--- src/rtl/compare_tally_8_if.sv ---
// compare_tally_8_if: sample handshake and tally readout bus for compare_tally_8
interface compare_tally_8_if #(parameter int CNT_W = 8);
  logic             iStart;
  logic             iValid;
  logic [7:0]       iData_a;
  logic [7:0]       iData_b;
  logic [2:0]       iCmp;
  logic             oReady;
  logic [CNT_W-1:0] oGt_cnt;
  logic [CNT_W-1:0] oLt_cnt;
  logic [CNT_W-1:0] oEq_cnt;
  logic [7:0]       oMax;
  logic             oErr;
  logic             oDone;
  modport master (
    output iStart, iValid, iData_a, iData_b, iCmp,
    input  oReady, oGt_cnt, oLt_cnt, oEq_cnt, oMax, oErr, oDone
  );
  modport slave (
    input  iStart, iValid, iData_a, iData_b, iCmp,
    output oReady, oGt_cnt, oLt_cnt, oEq_cnt, oMax, oErr, oDone
  );
endinterface

--- src/rtl/compare_tally_8.sv ---
// compare_tally_8: tallies comparator result codes over fixed batches, tracks max winner
// Optional COMPARE_TALLY_CHECK_EN re-checks legal codes against a local compare of the operands.
module compare_tally_8 #(
  parameter int CNT_W = 8,
  parameter int BATCH = 16
) (
  input  logic             iClk,
  input  logic             iRst_n,
  compare_tally_8_if.slave bus
);
  localparam int SW = $clog2(BATCH + 1);
  localparam logic [CNT_W-1:0] SAT = {CNT_W{1'b1}};
  typedef enum logic [1:0] {IDLE, RUN, DONE} state_t;
  state_t           state_q, state_d;
  logic [SW-1:0]    smp_q, smp_d;
  logic [CNT_W-1:0] gt_q, gt_d, lt_q, lt_d, eq_q, eq_d;
  logic [7:0]       max_q, max_d, win;
  logic             err_q, err_d;
  logic             hs, clr, last, is_gt, is_lt, is_eq, ok;
  always_comb begin
    hs    = state_q == RUN && bus.iValid;
    clr   = state_q != RUN && bus.iStart;
    last  = hs && smp_q == SW'(BATCH - 1);
    is_gt = bus.iCmp == 3'b100;
    is_lt = bus.iCmp == 3'b010;
    is_eq = bus.iCmp == 3'b001;
`ifdef COMPARE_TALLY_CHECK_EN
    ok    = (is_gt && bus.iData_a > bus.iData_b) || (is_lt && bus.iData_a < bus.iData_b) ||
            (is_eq && bus.iData_a == bus.iData_b);
`else
    ok    = is_gt || is_lt || is_eq;
`endif
    win     = is_lt ? bus.iData_b : bus.iData_a;
    state_d = state_q == RUN ? (last ? DONE : RUN) : (bus.iStart ? RUN : state_q);
    smp_d   = clr ? '0 : hs ? smp_q + 1'b1 : smp_q;
    gt_d    = clr ? '0 : (hs && ok && is_gt && gt_q != SAT) ? gt_q + 1'b1 : gt_q;
    lt_d    = clr ? '0 : (hs && ok && is_lt && lt_q != SAT) ? lt_q + 1'b1 : lt_q;
    eq_d    = clr ? '0 : (hs && ok && is_eq && eq_q != SAT) ? eq_q + 1'b1 : eq_q;
    max_d   = clr ? '0 : (hs && ok && win > max_q) ? win : max_q;
    err_d   = clr ? 1'b0 : err_q | (hs && !ok);
  end
  always_ff @(posedge iClk) begin
    if (!iRst_n) begin
      state_q <= IDLE;
      smp_q   <= '0;
      gt_q    <= '0;
      lt_q    <= '0;
      eq_q    <= '0;
      max_q   <= '0;
      err_q   <= 1'b0;
    end else begin
      state_q <= state_d;
      smp_q   <= smp_d;
      gt_q    <= gt_d;
      lt_q    <= lt_d;
      eq_q    <= eq_d;
      max_q   <= max_d;
      err_q   <= err_d;
    end
  end
  assign bus.oReady  = state_q == RUN;
  assign bus.oDone   = state_q == DONE;
  assign bus.oGt_cnt = gt_q;
  assign bus.oLt_cnt = lt_q;
  assign bus.oEq_cnt = eq_q;
  assign bus.oMax    = max_q;
  assign bus.oErr    = err_q;
endmodule
--- src/flat_wrapper.sv ---
// flat-port wrapper written by rule: the top's interface ports become plain ports
module compare_tally_8_flat 
#(
  parameter int CNT_W = 8,
  parameter int BATCH = 16
)
  (iClk, iRst_n, bus_iStart, bus_iValid, bus_iData_a, bus_iData_b, bus_iCmp, bus_oReady, bus_oGt_cnt, bus_oLt_cnt, bus_oEq_cnt, bus_oMax, bus_oErr, bus_oDone);
  compare_tally_8_if #(.CNT_W(CNT_W)) bus_i ();
  input  logic iClk;
  input  logic iRst_n;
  input wire logic [$bits(bus_i.iStart)-1:0] bus_iStart;
  input wire logic [$bits(bus_i.iValid)-1:0] bus_iValid;
  input wire logic [$bits(bus_i.iData_a)-1:0] bus_iData_a;
  input wire logic [$bits(bus_i.iData_b)-1:0] bus_iData_b;
  input wire logic [$bits(bus_i.iCmp)-1:0] bus_iCmp;
  output wire logic [$bits(bus_i.oReady)-1:0] bus_oReady;
  output wire logic [$bits(bus_i.oGt_cnt)-1:0] bus_oGt_cnt;
  output wire logic [$bits(bus_i.oLt_cnt)-1:0] bus_oLt_cnt;
  output wire logic [$bits(bus_i.oEq_cnt)-1:0] bus_oEq_cnt;
  output wire logic [$bits(bus_i.oMax)-1:0] bus_oMax;
  output wire logic [$bits(bus_i.oErr)-1:0] bus_oErr;
  output wire logic [$bits(bus_i.oDone)-1:0] bus_oDone;
  assign bus_i.iStart = bus_iStart;
  assign bus_i.iValid = bus_iValid;
  assign bus_i.iData_a = bus_iData_a;
  assign bus_i.iData_b = bus_iData_b;
  assign bus_i.iCmp = bus_iCmp;
  assign bus_oReady = bus_i.oReady;
  assign bus_oGt_cnt = bus_i.oGt_cnt;
  assign bus_oLt_cnt = bus_i.oLt_cnt;
  assign bus_oEq_cnt = bus_i.oEq_cnt;
  assign bus_oMax = bus_i.oMax;
  assign bus_oErr = bus_i.oErr;
  assign bus_oDone = bus_i.oDone;
  compare_tally_8 #(.CNT_W(CNT_W), .BATCH(BATCH)) u_core (.iClk(iClk), .iRst_n(iRst_n), .bus(bus_i));
endmodule
--- config.mk ---
export PLATFORM = sky130hd
export DESIGN_NAME = compare_tally_8_flat
export DESIGN_NICKNAME = d
export VERILOG_FILES = /design/src/rtl/compare_tally_8_if.sv /design/src/rtl/compare_tally_8.sv /design/src/flat_wrapper.sv
export SDC_FILE = /design/constraint.sdc
export NUM_CORES = 1
export LEC_CHECK = 0
export ABC_AREA = 1
export BUFFER_PORTS_ARGS = -buffer_cell sky130_fd_sc_hd__buf_2
export CORE_MARGIN = 5
export CORE_UTILIZATION = 55
export CTS_CLUSTER_SIZE = 40
export DETAILED_ROUTE_END_ITERATION = 6
export GPL_TIMING_DRIVEN = 0
export PLACE_DENSITY = 0.82
export SLEW_MARGIN = 20
export SYNTH_ARGS = -nofsm -noshare
export SYNTH_HDL_FRONTEND = slang
export SYNTH_SLANG_ARGS = --single-unit
--- constraint.sdc ---
create_clock -name iClk -period 4.7 [get_ports iClk]
set_clock_uncertainty 0.05 [all_clocks]
set_input_delay 0.47 -clock iClk [delete_from_list [all_inputs] [get_ports iClk]]
set_output_delay 0.47 -clock iClk [all_outputs]
set_load 0.02 [all_outputs]
Word-level counts from Yosys, hierarchy flattened
Cells that the tools add are included.
Widths: inputs -> output; s select.
Cells by class
  add/subtract/negate cells: 4
  order comparisons: 1
  equal/unequal tests: 10
  mux-type cells: 4
  bitwise operators: 2
  reduce and logical (&&, ||, !) cells: 17
Operators with widths (number)
  $add 8x1->8 const B: 3
  $ne 8x8->1 const B: 3
  $logic_and 1x1->1: 12
  $gt 8x8->1: 1
  $mux 8: 1
  $mux 2: 3
  $add 5x1->5 const B: 1
  $eq 5x4->1 const B: 1
  $eq 3x1->1 const B: 1
  $eq 3x2->1 const B: 1
  $eq 3x3->1 const B: 1
  $eq 2x1->1 const B: 1
  $eq 2x2->1 const B: 1
  $logic_or 1x1->1: 2
  $ne 2x1->1 const B: 1
  $reduce_bool 2->1: 1
  $reduce_or 2->1: 1
  $logic_not 1->1: 1
  $not 1->1: 1
  $or 1x1->1: 1
Word-level totals
  register bits after elaboration: 40
  bits of input ports: 23
  output and inout port bits: 35
  logic and storage cells: 45

Logic depth before layout (Yosys ltp)
Gate-level depths: netlist of run 1.
  word-level depth: 6
  mapped depth: 18
  gate-level depth less buffers: 16

Worst setup path before layout of run 1
Ideal clock, no wire load.
  kind: input to register
  from: input port bus_iCmp[1]
  to: register u_core.max_q[5] (netlist: u_core.bus.oMax[5])
  setup time: 0.113 ns
  data arrival time: 1.948 ns
  required time: 4.537 ns
  setup slack: 2.589 ns
  stages on the path: 16
  buffers on the path: 3
  cells stage by stage: buf_2 nand2_2 buf_6 nand2_1 nand2_1 ha_1 nand2_1 nor2_1 nand2_1 nand2_2 nor2_4 nand2_2 buf_6 nand2_1 nand2_1 nor2_1
Between the ends
  elaborated cells between the ends (all ways): 9
  classes of those cells: order compare: 1; eq/ne: 3; mux: 1; reduce/logical: 4
RTL lines
  from (decl): line flat_wrapper.sv:15  | input wire logic [$bits(bus_i.iCmp)-1:0] bus_iCmp;
  $eq 3x2->1: line compare_tally_8.sv:25  | is_lt = bus.iCmp == 3'b010;
  $mux 8: line compare_tally_8.sv:33  | win = is_lt ? bus.iData_b : bus.iData_a;
  net u_core.win[7]: line compare_tally_8.sv:17  | logic [7:0] max_q, max_d, win;
  $gt 8x8->1: line compare_tally_8.sv:39  | max_d = clr ? '0 : (hs && ok && win > max_q) ? win : max_q;
  $logic_and 1x1->1: line compare_tally_8.sv:39
  to (signal assigned): line compare_tally_8.sv:57  | max_q <= max_d;
  to (decl): line compare_tally_8.sv:17
The timed path passes the listed nets, and every way through them passes these cells.
A chain may end at the register's enable or synchronous reset.

Worst setup path in the final report of run 1
  from: input port bus_iCmp[2]
  to: register u_core.max_q[6] (netlist: u_core.bus.oMax[6])
Same word-level chain as after synthesis.

==> out/summary.log, run 1 <==
qor: outcome.outcome completed
qor: clock_network.clkSinkCount 40
qor: timing.grt_setup_unrepaired false
qor: final_layout.final_design_area_no_fill 0.00271 mm2
qor: routing.routed_via_density 4.96
qor: synth.synth_area 0.00227 mm2
qor: synth.largest_family_of_logic_cells_by_synthesized_area simple AND/OR/NAND/NOR gates
qor: place.dpl-instance-area 0.00262 mm2
qor: place.place_hpwl 3910 um
qor: synth.synthesis.area_per_instance 6.81 um2
qor: setup_path.worst_ep_arrival_time 2370 ps
qor: synth.synthMostInstantiatedCell sky130_fd_sc_hd__nand2_1
qor: timing.finalSetupViolCount 0
qor: setup_path.critical_path_data_required_time 4840 ps
qor: clock_network.cts_tree done
qor: routing.wl_per_cell 11.6 um
qor: final_layout.antenna_cells_inserted 0
qor: routing.dr.first_iter.drc_count 86
qor: synth.synth_top_area_cell sky130_fd_sc_hd__dfxtp_1
qor: final_layout.synthesis_to_layout_area_growth 19.4%
qor: global_route.via_count_of_the_first_global_routing_pass 2,138
qor: timing.final_max_slew_viol_count 0
qor: clock_network.cts_resized 0
qor: setup_path.worst-setup-path-type in -> reg
qor: synth.synth_sequential_area_ratio 0.352
qor: synth.multiplexer_area_fraction_after_synthesis 0
qor: timing.slew_headroom 0.678
qor: timing.finalHoldViolCount 0
qor: routing.drc 0
qor: place.pre_cts_ws 2170 ps
qor: synth.synthesized_area_fraction_occupied_by_xor_and_xnor_cells 0.0385
qor: timing.timing.hold.ws 382 ps
qor: routing.routed_antenna_nets 0
qor: setup_path.setup.worst_path.end_class flop
qor: synth.synth_compound_gate_area_share 0.0963
qor: routing.drtPass1Iterations 6
qor: die.fp.dieArea 0.00552 mm2
qor: clock_network.numCtsBuffers 5
qor: timing.finalSetupTns 0 ps
qor: final_layout.instances_no_fill 448
qor: clock_network.clock_tree.buffer_depth 2
qor: timing.worst_slack 2470 ps
qor: routing.num_vias 2,223
qor: synth.post_synthesis_register_bit_count 40
qor: synth.yosys_cell_types 32
qor: synth.synth_top_cells_by_area sky130_fd_sc_hd__dfxtp_1 (35%), sky130_fd_sc_hd__nand2_1 (16%), sky130_fd_sc_hd__nor2_1 (7.9%)
qor: clock_network.number_of_levels_the_h_tree_was_split_into 2
qor: synth.synthTopCellsByCount sky130_fd_sc_hd__nand2_1 (98), sky130_fd_sc_hd__nor2_1 (48), sky130_fd_sc_hd__dfxtp_1 (40), sky130_fd_sc_hd__inv_1 (28), sky130_fd_sc_hd__a21oi_1 (25)
qor: clock_network.cts.clk_slew.worst_paths 70 ps
qor: synth.synth_top_area_frac 0.352
qor: die.die_width 74.3 um
qor: final_layout.post_route_cells_drive_above_1_share 0.231
qor: die.io_pins 58
qor: global_route.grt.total_usage 0.202
qor: job.timing.max_cap.violations 0
qor: die.row_count 23
qor: clock_network.post-cts-setup-buffers 0
qor: timing.fmax 0.448 GHz
qor: timing.post-route-min-period 2230 ps
qor: global_route.maximum_number_of_pins_on_one_net_before_global_route_repair 14
qor: routing.wl 5190 um
qor: synth.async_reset_ff_frac 0
qor: timing.worstMarginPinSlew 482 ps
qor: global_route.grt.overflow.total 0
qor: place.dpl.cell_count 440
qor: hold_path.worstHoldPathType in -> reg
qor: final_layout.design.final.nets 433
qor: setup_path.critPathMaxFanout 10
qor: final_layout.finalCoreUtilization 0.678
qor: timing.post-route-period-util 0.475
qor: synth.yosys_warnings 0
qor: pwr.power.ir.vdd_worst 0.151 mV
qor: synth.syn_nets 370
qor: die.floorplan.die.height 74.3 um
qor: die.initial_core_util 0.568
qor: synth.netlist_instances 334
qor: synth.synth_simple_gate_area_frac 0.363
qor: global_route.grt_antenna_before_repair 0
qor: pwr.power_density 247 mW/mm2
qor: clock_network.clock_insertion_delay_worst_skew 300 ps
qor: synth.count_of_flip_flops_with_a_built_in_enable_after_synthesis 0
qor: die.fp.coreArea 0.00400 mm2
qor: synth.yosys.area_share.adder 0.0715
qor: global_route.grt_first_pass_wirelength 8760 um
qor: setup_path.timing.critical_path.from_type input port
qor: place.gpl.final_weighted_congestion 0.840
qor: clock_network.hold_buffers 0
qor: synth.postSynth.topFlopCell sky130_fd_sc_hd__dfxtp_1
qor: place.numPortBuffers 56
qor: clock_network.clk_root_buffer_cell sky130_fd_sc_hd__clkbuf_8
qor: pwr.report.power.total 669 uW
qor: pwr.static-leakage-power 1.33 nW
power breakdown:
part           leakage, nW  total, mW  internal [mW]  switching, mW
clock               0.0434      0.246          0.119          0.127
combinational        0.965     0.0787         0.0290         0.0497
sequential           0.323      0.345          0.342        0.00268
placed cells by master, fill, tap and decap left out, drive strengths merged, types with 7 or more instances in the layout:
| master | count |
|---|---|
| nor2 | 54 |
| nand2 | 106 |
| buf | 62 |
| nor3 | 7 |
| o21ai | 10 |
| clkbuf | 7 |
| nand3 | 18 |
| ha | 13 |
| a21oi | 25 |
| xor2 | 9 |
| dfxtp | 40 |
| inv | 34 |
kinds of logic after synthesis:
| family | Yosys count |
|---|---|
| AOI/OAI and AO/OA | 41 |
| xor gates and xnor gates | 10 |
| and+or+nand+nor | 189 |
| adders and majority gates | 13 |
| DFF | 40 |
| buffers and inverters | 41 |
state kept, by name, summed over array words and instances (netlist names):
register            flops
u_core.bus.oErr         1
u_core.state_q          2
u_core.bus.oEq_cnt      8
u_core.bus.oMax         8
u_core.bus.oLt_cnt      8
u_core.bus.oGt_cnt      8
u_core.smp_q            5
final cells by class:
cell class                      instances  area (um2)
Fill cell                             376        1290
Multi-Input combinational cell        253        1290
Inverter                               34         133
Clock inverter                          2        15.0
Tap cell                               50        62.6
Buffer                                  7        46.3
Clock buffer                            6        82.6
Sequential cell                        40         801
Timing Repair Buffer                   56         280
worst max-delay path, stage by stage:
cell and delay (ps):
sky130_fd_sc_hd__buf_2 130, sky130_fd_sc_hd__nor2_4 200, sky130_fd_sc_hd__nand2_2 80, sky130_fd_sc_hd__buf_6 150
sky130_fd_sc_hd__nand2_1 60, sky130_fd_sc_hd__nand2_1 70, sky130_fd_sc_hd__ha_1 300, sky130_fd_sc_hd__nand2_1 70
sky130_fd_sc_hd__nor2_1 160, sky130_fd_sc_hd__nand2_1 100, sky130_fd_sc_hd__nand2_2 90, sky130_fd_sc_hd__nor2_4 50
sky130_fd_sc_hd__nand2_2 120, sky130_fd_sc_hd__buf_6 160, sky130_fd_sc_hd__nand2_1 60, sky130_fd_sc_hd__nand2_1 50
sky130_fd_sc_hd__nor2_1 40
per-layer routing:
| layer | wire length [um] | track usage |
|---|---|---|
| met1 | 2330 | 0.233 |
| met2 | 2410 | 0.354 |
| met3 | 379 | 0.0581 |
| met4 | 75 | 0.0771 |
| met5 | 0 | 0 |
final timing paths:
| path | to | from | cells after the start | slack [ps] |
|---|---|---|---|---|
| hold reg to reg | u_core.smp_q[3] | u_core.smp_q[3] | 1 | 420 |
| hold / removal | u_core.state_q[1] | iRst_n | 3 | 380 |
| setup / recovery | u_core.bus.oMax[6] | bus_iCmp[2] | 17 | 2470 |
| setup reg to reg | u_core.bus.oMax[6] | u_core.bus.oMax[7] | 12 | 2980 |
Note: power is estimated with default switching activity, not from simulation.
==> inputs of run 2 (changes only) <==
--- a/config.mk
+++ b/config.mk
@@ -8,11 +8,11 @@
 export ABC_AREA = 1
 export BUFFER_PORTS_ARGS = -buffer_cell sky130_fd_sc_hd__buf_2
 export CORE_MARGIN = 5
-export CORE_UTILIZATION = 55
+export CORE_UTILIZATION = 48
 export CTS_CLUSTER_SIZE = 40
 export DETAILED_ROUTE_END_ITERATION = 6
 export GPL_TIMING_DRIVEN = 0
-export PLACE_DENSITY = 0.82
+export PLACE_DENSITY = 0.76
 export SLEW_MARGIN = 20
 export SYNTH_ARGS = -nofsm -noshare
 export SYNTH_HDL_FRONTEND = slang
==> constraint.sdc (replaced) <==
create_clock -name iClk -period 1.85 [get_ports iClk]
set_clock_uncertainty 0.05 [all_clocks]
set_input_delay 0.185 -clock iClk [delete_from_list [all_inputs] [get_ports iClk]]
set_output_delay 0.185 -clock iClk [all_outputs]
set_load 0.02 [all_outputs]
==> out/summary.log, run 2 (same netlist as run 1, synthesis figures left out) <==
qor: outcome.outcome completed
qor: global_route.grt_first_pass_wirelength 8400 um [-4.0%]
qor: routing.drc 0 [unchanged]
qor: final_layout.finalCoreUtilization 0.592 [-0.0862]
qor: die.initial_core_util 0.488 [-0.0806]
qor: clock_network.clock_tree.buffer_depth 2 [unchanged]
qor: routing.wl_per_cell 11.0 um [-4.8%]
qor: routing.num_vias 2,197 [-1.2%]
qor: final_layout.synthesis_to_layout_area_growth 21.4%
qor: setup_path.worst_ep_arrival_time 1870 ps [-500 ps]
qor: routing.wl 5020 um [-3.3%]
qor: timing.grt_setup_unrepaired true
qor: die.io_pins 58 [unchanged]
qor: clock_network.clk_root_buffer_cell sky130_fd_sc_hd__clkbuf_8
qor: die.die_width 78.8 um [+6.1%]
qor: setup_path.critical_path_data_required_time 1980 ps [-2860 ps]
qor: pwr.report.power.total 1.78 mW [+170%]
qor: clock_network.clock_insertion_delay_worst_skew 290 ps [about the same]
qor: setup_path.crit_top_cell sky130_fd_sc_hd__nand2_1
qor: routing.dr.first_iter.drc_count 75 [-13%]
qor: global_route.grt_most_used_layer met2
qor: hold_path.worstHoldPathType in -> reg
qor: timing.final_max_slew_viol_count 0 [unchanged]
qor: global_route.maximum_number_of_pins_on_one_net_before_global_route_repair 13 [-1]
qor: setup_path.critPathMaxFanout 10 [unchanged]
qor: die.row_count 25 [+8.7%]
qor: clock_network.clkSinkCount 40 [unchanged]
qor: routing.routed_via_density 4.83 [-2.7%]
qor: die.fp.dieArea 0.00621 mm2 [+13%]
qor: clock_network.cts_tree done
qor: global_route.grt.met2_usage 0.297 [-0.0572]
qor: clock_network.numCtsBuffers 5 [unchanged]
qor: global_route.grt.overflow.total 0 [unchanged]
qor: setup_path.worst-setup-path-type in -> reg
qor: clock_network.number_of_levels_the_h_tree_was_split_into 2 [unchanged]
qor: timing.worst_slack 111 ps [-2360 ps]
qor: final_layout.design.final.nets 436 [+0.69%]
qor: timing.slew_headroom 0.647 [-0.0310]
qor: timing.finalHoldViolCount 0 [unchanged]
qor: pwr.power.ir.vdd_worst 0.359 mV [+140%]
qor: setup_path.critical_path.slowest_cell sky130_fd_sc_hd__ha_1
qor: place.numPortBuffers 56 [unchanged]
qor: global_route.grt.total_usage 0.165 [-0.0378]
qor: job.timing.max_cap.violations 0 [unchanged]
qor: final_layout.antenna_cells_inserted 0 [unchanged]
qor: setup_path.worstPathCellList buf_2, nor2_4, nand2_2, buf_6, nand2_1, nand2_1, ha_1, a21o_1, nor2_1, nand2_1, nand2_2, buf_6, nand2_1, nand2_1, nor2_1
qor: global_route.grt_antenna_before_repair 0 [unchanged]
qor: clock_network.hold_buffers 0 [unchanged]
qor: final_layout.mostFrequentLayoutCells sky130_fd_sc_hd__nand2_1 (97), sky130_fd_sc_hd__buf_2 (59), sky130_fd_sc_hd__nor2_1 (47)
qor: timing.post-route-period-util 0.940
qor: timing.finalSetupViolCount 0 [unchanged]
qor: setup_path.critPathMaxStageDelay 310 ps [about the same]
qor: routing.drtPass1Iterations 4 [-2]
qor: global_route.gr-usage-met1 0.195 [-0.0381]
qor: die.fp.coreArea 0.00466 mm2 [+17%]
qor: routing.routed_antenna_nets 0 [unchanged]
qor: timing.fmax 0.575 GHz
qor: setup_path.timing.critical_path.from_type input port
qor: place.pre_cts_ws -374 ps [-2540 ps]
qor: clock_network.cts.clk_slew.worst_paths 70 ps [about the same]
qor: final_layout.post_route_cells_drive_above_1_share 0.242 [+0.0107]
qor: final_layout.most_common_cell_after_layout_fill_and_taps_aside sky130_fd_sc_hd__nand2_1
qor: place.gpl.final_weighted_congestion 0.834 [-0.62%]
qor: pwr.static-leakage-power 1.36 nW [+2.1%]
qor: die.floorplan.die.height 78.8 um [+6.1%]
qor: pwr.power_density 645 mW/mm2 [+160%]
qor: place.place_hpwl 3820 um [-2.2%]
qor: global_route.via_count_of_the_first_global_routing_pass 1,972 [-7.8%]
qor: setup_path.setup.worst_path.end_class flop
qor: timing.worstMarginPinSlew 529 ps [+46.4 ps]
qor: global_route.globalRouteMet3Util 0.0499 [-0.00822]
qor: timing.post-route-min-period 1740 ps
[run 2: cell types whose count changed in the layout (fill, tap and decap cells not counted), sizes merged]
cell	delta
clkbuf	+1
buf	+2
clkinv	+1
clkinvlp	-2
bufinv	+1
[run 2: final timing paths]
path | start | end | slack [ps] | cells after the start
setup reg to reg | u_core.bus.oMax[7] | u_core.bus.oMax[7] | 210 | 10
setup / recovery | bus_iCmp[0] | u_core.bus.oMax[7] | 110 | 15
hold / removal | iRst_n | u_core.state_q[0] | 90 | 3
hold reg to reg | u_core.smp_q[3] | u_core.smp_q[3] | 400 | 1
[run 2: through the flow]
stage               TNS [ps]  cell area, um2  hold slack, ps  cells
global placement       -2280            2620             383    444
detailed placement     -2510            2620             383    444
global route            -152            2760            90.0    455
finish                     0            2760            94.5    455
CTS                        0            2740            87.8    453
floorplan                  0            2270             267    334
[run 2: critical path, delay by kind of cell]
| family | cells | cell delay, ps |
|---|---|---|
| simple gates | 10 | 780 |
| buf+inv | 3 | 420 |
| fa+ha+maj | 1 | 310 |
| compound gates | 1 | 160 |
[run 2: routing by layer]
| metal | share of wire | vias to the layer above |
|---|---|---|
| li1 | - | 1177 |
| met2 | 0.48 | 29 |
| met4 | 0.0076 | 0 |
| met1 | 0.47 | 987 |
| met3 | 0.042 | 4 |
| met5 | 0 | - |
[run 2: power by group]
| group | switching, mW | total [mW] | internal (mW) |
|---|---|---|---|
| logic | 0.127 | 0.207 | 0.0803 |
| registers | 0.00650 | 0.876 | 0.869 |
| clock network | 0.297 | 0.698 | 0.401 |
| total | 0.431 | 1.78 | 1.35 |
[run 2: final cells by class]
| cell class | count | area, um2 |
|---|---|---|
| clock inverters | 2 | 35.0 |
| plain buffers | 7 | 48.8 |
| clock buffers | 6 | 72.6 |
| multi-input cells | 253 | 1300 |
| repair buffers | 59 | 303 |
| inverters | 34 | 133 |
| fillers | 468 | 1900 |
| well taps | 54 | 67.6 |
| flip-flops and latches | 40 | 802 |
[run 2: what timing repair did]
| action | CTS | global route |
|---|---|---|
| gates resized for setup | 0 | 4 |
| setup endpoints to repair | 7 | 13 |
| pin swaps | 1 | 2 |
| setup buffers | 1 | 2 |
==> inputs of run 3 (changes only) <==
--- a/config.mk
+++ b/config.mk
@@ -5,14 +5,13 @@
 export SDC_FILE = /design/constraint.sdc
 export NUM_CORES = 1
 export LEC_CHECK = 0
-export ABC_AREA = 1
 export BUFFER_PORTS_ARGS = -buffer_cell sky130_fd_sc_hd__buf_2
 export CORE_MARGIN = 5
-export CORE_UTILIZATION = 48
+export CORE_UTILIZATION = 47
 export CTS_CLUSTER_SIZE = 40
 export DETAILED_ROUTE_END_ITERATION = 6
 export GPL_TIMING_DRIVEN = 0
-export PLACE_DENSITY = 0.76
+export PLACE_DENSITY = 0.74
 export SLEW_MARGIN = 20
 export SYNTH_ARGS = -nofsm -noshare
 export SYNTH_HDL_FRONTEND = slang
==> out/summary.log, run 3 <==
qor: global_route.grt.met2_usage 0.302 [+0.00509]
qor: synth.yosys_cell_types 38 [+19%]
qor: timing.post-route-period-util 1.14 [+0.199]
qor: global_route.grt.overflow.total 0 [unchanged]
qor: die.floorplan.die.height 77.0 um [-2.4%]
qor: die.row_count 24 [-4.0%]
qor: final_layout.mostFrequentLayoutCells sky130_fd_sc_hd__buf_2 (57), sky130_fd_sc_hd__dfxtp_1 (39), sky130_fd_sc_hd__nor2_1 (31)
qor: outcome.failed_checks setup timing
qor: pwr.power.ir.vdd_worst 0.382 mV [+6.4%]
qor: synth.netlist_instances 240 [-28%]
qor: timing.grt_setup_unrepaired true
qor: die.fp.coreArea 0.00435 mm2 [-6.6%]
qor: synth.synthTopCellsByCount sky130_fd_sc_hd__dfxtp_1 (40), sky130_fd_sc_hd__nor2_1 (31), sky130_fd_sc_hd__a21oi_1 (14)
qor: outcome.outcome finished, violations left
qor: die.io_pins 58 [unchanged]
qor: setup_path.reg2reg_start u_core.bus.oMax[1]
qor: hold_path.hold_start iRst_n
qor: timing.fmax 0.475 GHz [-17%]
qor: final_layout.layout.filler_cells 364 [-22%]
qor: clock_network.cts_tree done
qor: hold_path.worstHoldPathType in -> reg
qor: die.die_width 77.0 um [-2.4%]
qor: timing.worstMarginPinSlew 578 ps [+49.0 ps]
qor: setup_path.critPathMaxStageDelay 320 ps [about the same]
qor: setup_path.timing.critical_path.from_type input port
qor: setup_path.critPathMaxFanout 8 [-2]
qor: final_layout.synthesis_to_layout_area_growth 35.0%
qor: routing.dr.first_iter.drc_count 71 [-5.3%]
qor: global_route.maximum_number_of_pins_on_one_net_before_global_route_repair 12 [-1]
qor: final_layout.post_route_cells_drive_above_1_share 0.351 [+0.110]
qor: synth.synth_area 0.00211 mm2 [-7.3%]
qor: die.fp.dieArea 0.00592 mm2 [-4.7%]
qor: routing.drtPass1Iterations 5 [+1]
qor: setup_path.critical_path.slowest_cell sky130_fd_sc_hd__mux2_4
qor: place.gpl.final_weighted_congestion 0.763 [-8.6%]
qor: global_route.via_count_of_the_first_global_routing_pass 1,976 [+0.20%]
qor: global_route.grt.total_usage 0.182 [+0.0172]
qor: job.timing.max_cap.violations 0 [unchanged]
qor: place.numPortBuffers 57 [+1.8%]
qor: synth.synthMostInstantiatedCell sky130_fd_sc_hd__dfxtp_1
qor: final_layout.design.final.nets 348 [-20%]
qor: timing.finalHoldViolCount 0 [unchanged]
qor: global_route.grt_antenna_before_repair 0 [unchanged]
qor: setup_path.setup.worst_path.end_class flop
qor: timing.finalSetupTns -1840 ps [-1840 ps]
qor: routing.wl 5230 um [+4.2%]
qor: synth.syn_nets 276 [-25%]
qor: place.place_hpwl 3640 um [-4.7%]
qor: timing.slew_headroom 0.614 [-0.0331]
qor: routing.drc 0 [unchanged]
qor: global_route.grt_first_pass_wirelength 8890 um [+5.7%]
qor: global_route.globalRouteMet3Util 0.0433 [-0.00656]
qor: setup_path.critical_path.startpoint bus_iCmp[2]
qor: synth.post_synthesis_register_bit_count 40 [unchanged]
qor: pwr.report.power.total 1.74 mW [-2.2%]
qor: synth.synthesis.area_per_instance 8.78 um2 [+29%]
qor: final_layout.antenna_cells_inserted 0 [unchanged]
qor: synth.yosys_warnings 0 [unchanged]
qor: setup_path.critical_path_data_required_time 2020 ps [+40 ps]
qor: routing.routed_via_density 5.47 [+13%]
qor: setup_path.worst-setup-path-type in -> reg
qor: timing.final_max_slew_viol_count 0 [unchanged]
qor: synth.synth_top_cells_by_area sky130_fd_sc_hd__dfxtp_1 (38%), sky130_fd_sc_hd__ha_1 (7.7%), sky130_fd_sc_hd__nor2_1 (5.5%)
qor: synth.postSynth.topFlopCell sky130_fd_sc_hd__dfxtp_1
qor: timing.finalSetupViolCount 8 [+8]
qor: synth.count_of_flip_flops_with_a_built_in_enable_after_synthesis 0 [unchanged]
qor: clock_network.number_of_levels_the_h_tree_was_split_into 2 [unchanged]
qor: die.initial_core_util 0.484 [-0.00388]
qor: place.pre_cts_ws -639 ps [-265 ps]
qor: global_route.gr-usage-met1 0.218 [+0.0230]
qor: clock_network.clock_insertion_delay_worst_skew 290 ps [about the same]
qor: pwr.power_density 612 mW/mm2 [-5.1%]
qor: clock_network.clock_tree.buffer_depth 2 [unchanged]
qor: global_route.grt_most_used_layer met2
qor: timing.worst_slack -256 ps [-368 ps]
qor: timing.timing.hold.ws 74.8 ps [-19.6 ps]
qor: clock_network.cts.clk_slew.worst_paths 80 ps [about the same]
qor: clock_network.numCtsBuffers 5 [unchanged]
qor: routing.num_vias 1,995 [-9.2%]
qor: synth.synth_top_area_frac 0.380 [+0.0278]
qor: routing.routed_antenna_nets 0 [unchanged]
qor: synth.synth_sequential_area_ratio 0.380 [+0.0278]
qor: clock_network.clk_root_buffer_cell sky130_fd_sc_hd__clkbuf_8
qor: setup_path.worst_ep_arrival_time 2280 ps [+410 ps]
qor: setup_path.worstPathCellList buf_8, nor3b_4, buf_6, mux2_4, ha_4, nor2b_4, o211ai_1, a21o_1, a21o_4, a211oi_2
qor: synth.synth_top_area_cell sky130_fd_sc_hd__dfxtp_1
qor: clock_network.clkSinkCount 40 [unchanged]
qor: final_layout.most_common_cell_after_layout_fill_and_taps_aside sky130_fd_sc_hd__buf_2
qor: synth.async_reset_ff_frac 0 [unchanged]
qor: routing.wl_per_cell 14.3 um [+30%]
qor: pwr.static-leakage-power 1.15 nW [-15%]
qor: timing.post-route-min-period 2110 ps [+368 ps]
[run 3: cells by family (layout without fill, tap and decap cells)]
logic type / count (synthesis) / in the layout / synth area share
adders and majority gates: 13 / 13 / 0.0772
muxes: 11 / 11 / 0.0564
buffers and inverters: 23 / 96 / 0.0434
AOI/OAI and AO/OA: 38 / 38 / 0.126
xor gates and xnor gates: 20 / 20 / 0.0831
DFF: 40 / 40 / 0.380
and+or+nand+nor: 95 / 95 / 0.233
[run 3: metrics by stage]
| stage | util | std cells | area (um2) |
|---|---|---|---|
| final | 0.653 | 365 | 2850 |
| after floorplan | - | 240 | 2170 |
| after detailed placement | 0.580 | 349 | 2520 |
| after CTS | 0.641 | 364 | 2790 |
| after global routing | 0.653 | 365 | 2850 |
| after global placement | 0.580 | 349 | 2520 |
[run 3: worst paths after layout]
| kind | end | slack, ps | depth (start not counted) |
|---|---|---|---|
| worst max register to register | u_core.bus.oMax[5] | 30 | 7 |
| worst min register to register | u_core.bus.oErr | 440 | 2 |
| worst max-delay path | u_core.bus.oMax[5] | -260 | 10 |
| worst min-delay path | u_core.state_q[1] | 70 | 2 |
[run 3: metal layers]
layer	wire (um)	vias up
li1	-	993
met1	2260	925
met2	2500	68
met3	371	9
met4	104	0
met5	0	-
[run 3: cell type report]
cell class | instances | area [um2] | share of cell area
sequential | 40 | 802 | 0.282
inverter | 13 | 48.8 | 0.0172
tap | 52 | 65.1 | 0.0229
buffer | 9 | 53.8 | 0.0189
clock buffer | 8 | 90.1 | 0.0317
multi-input combinational | 177 | 1370 | 0.483
timing repair buffer | 66 | 412 | 0.145
[run 3: report_power, final]
group	switching (mW)	internal (mW)
combinational	0.136	0.121
clock	0.305	0.305
sequential	0.00649	0.869
[run 3: critical path: cells and delay by family]
kind / cells / cell delay [ps]
adder cells (fa/ha/maj): 1 / 270
buffers and inverters: 2 / 260
AO/OA/AOI/OAI: 4 / 870
multiplexers: 1 / 320
AND/OR/NAND/NOR: 2 / 360
[run 3: what timing repair did]
item / in CTS / in global routing
buffers inserted: 6 / 2
pin swaps: 5 / 15
hold buffers: 0 / 0
resized for setup: 21 / 15
setup endpoints to repair: 21 / 28
cloned: 1 / 0
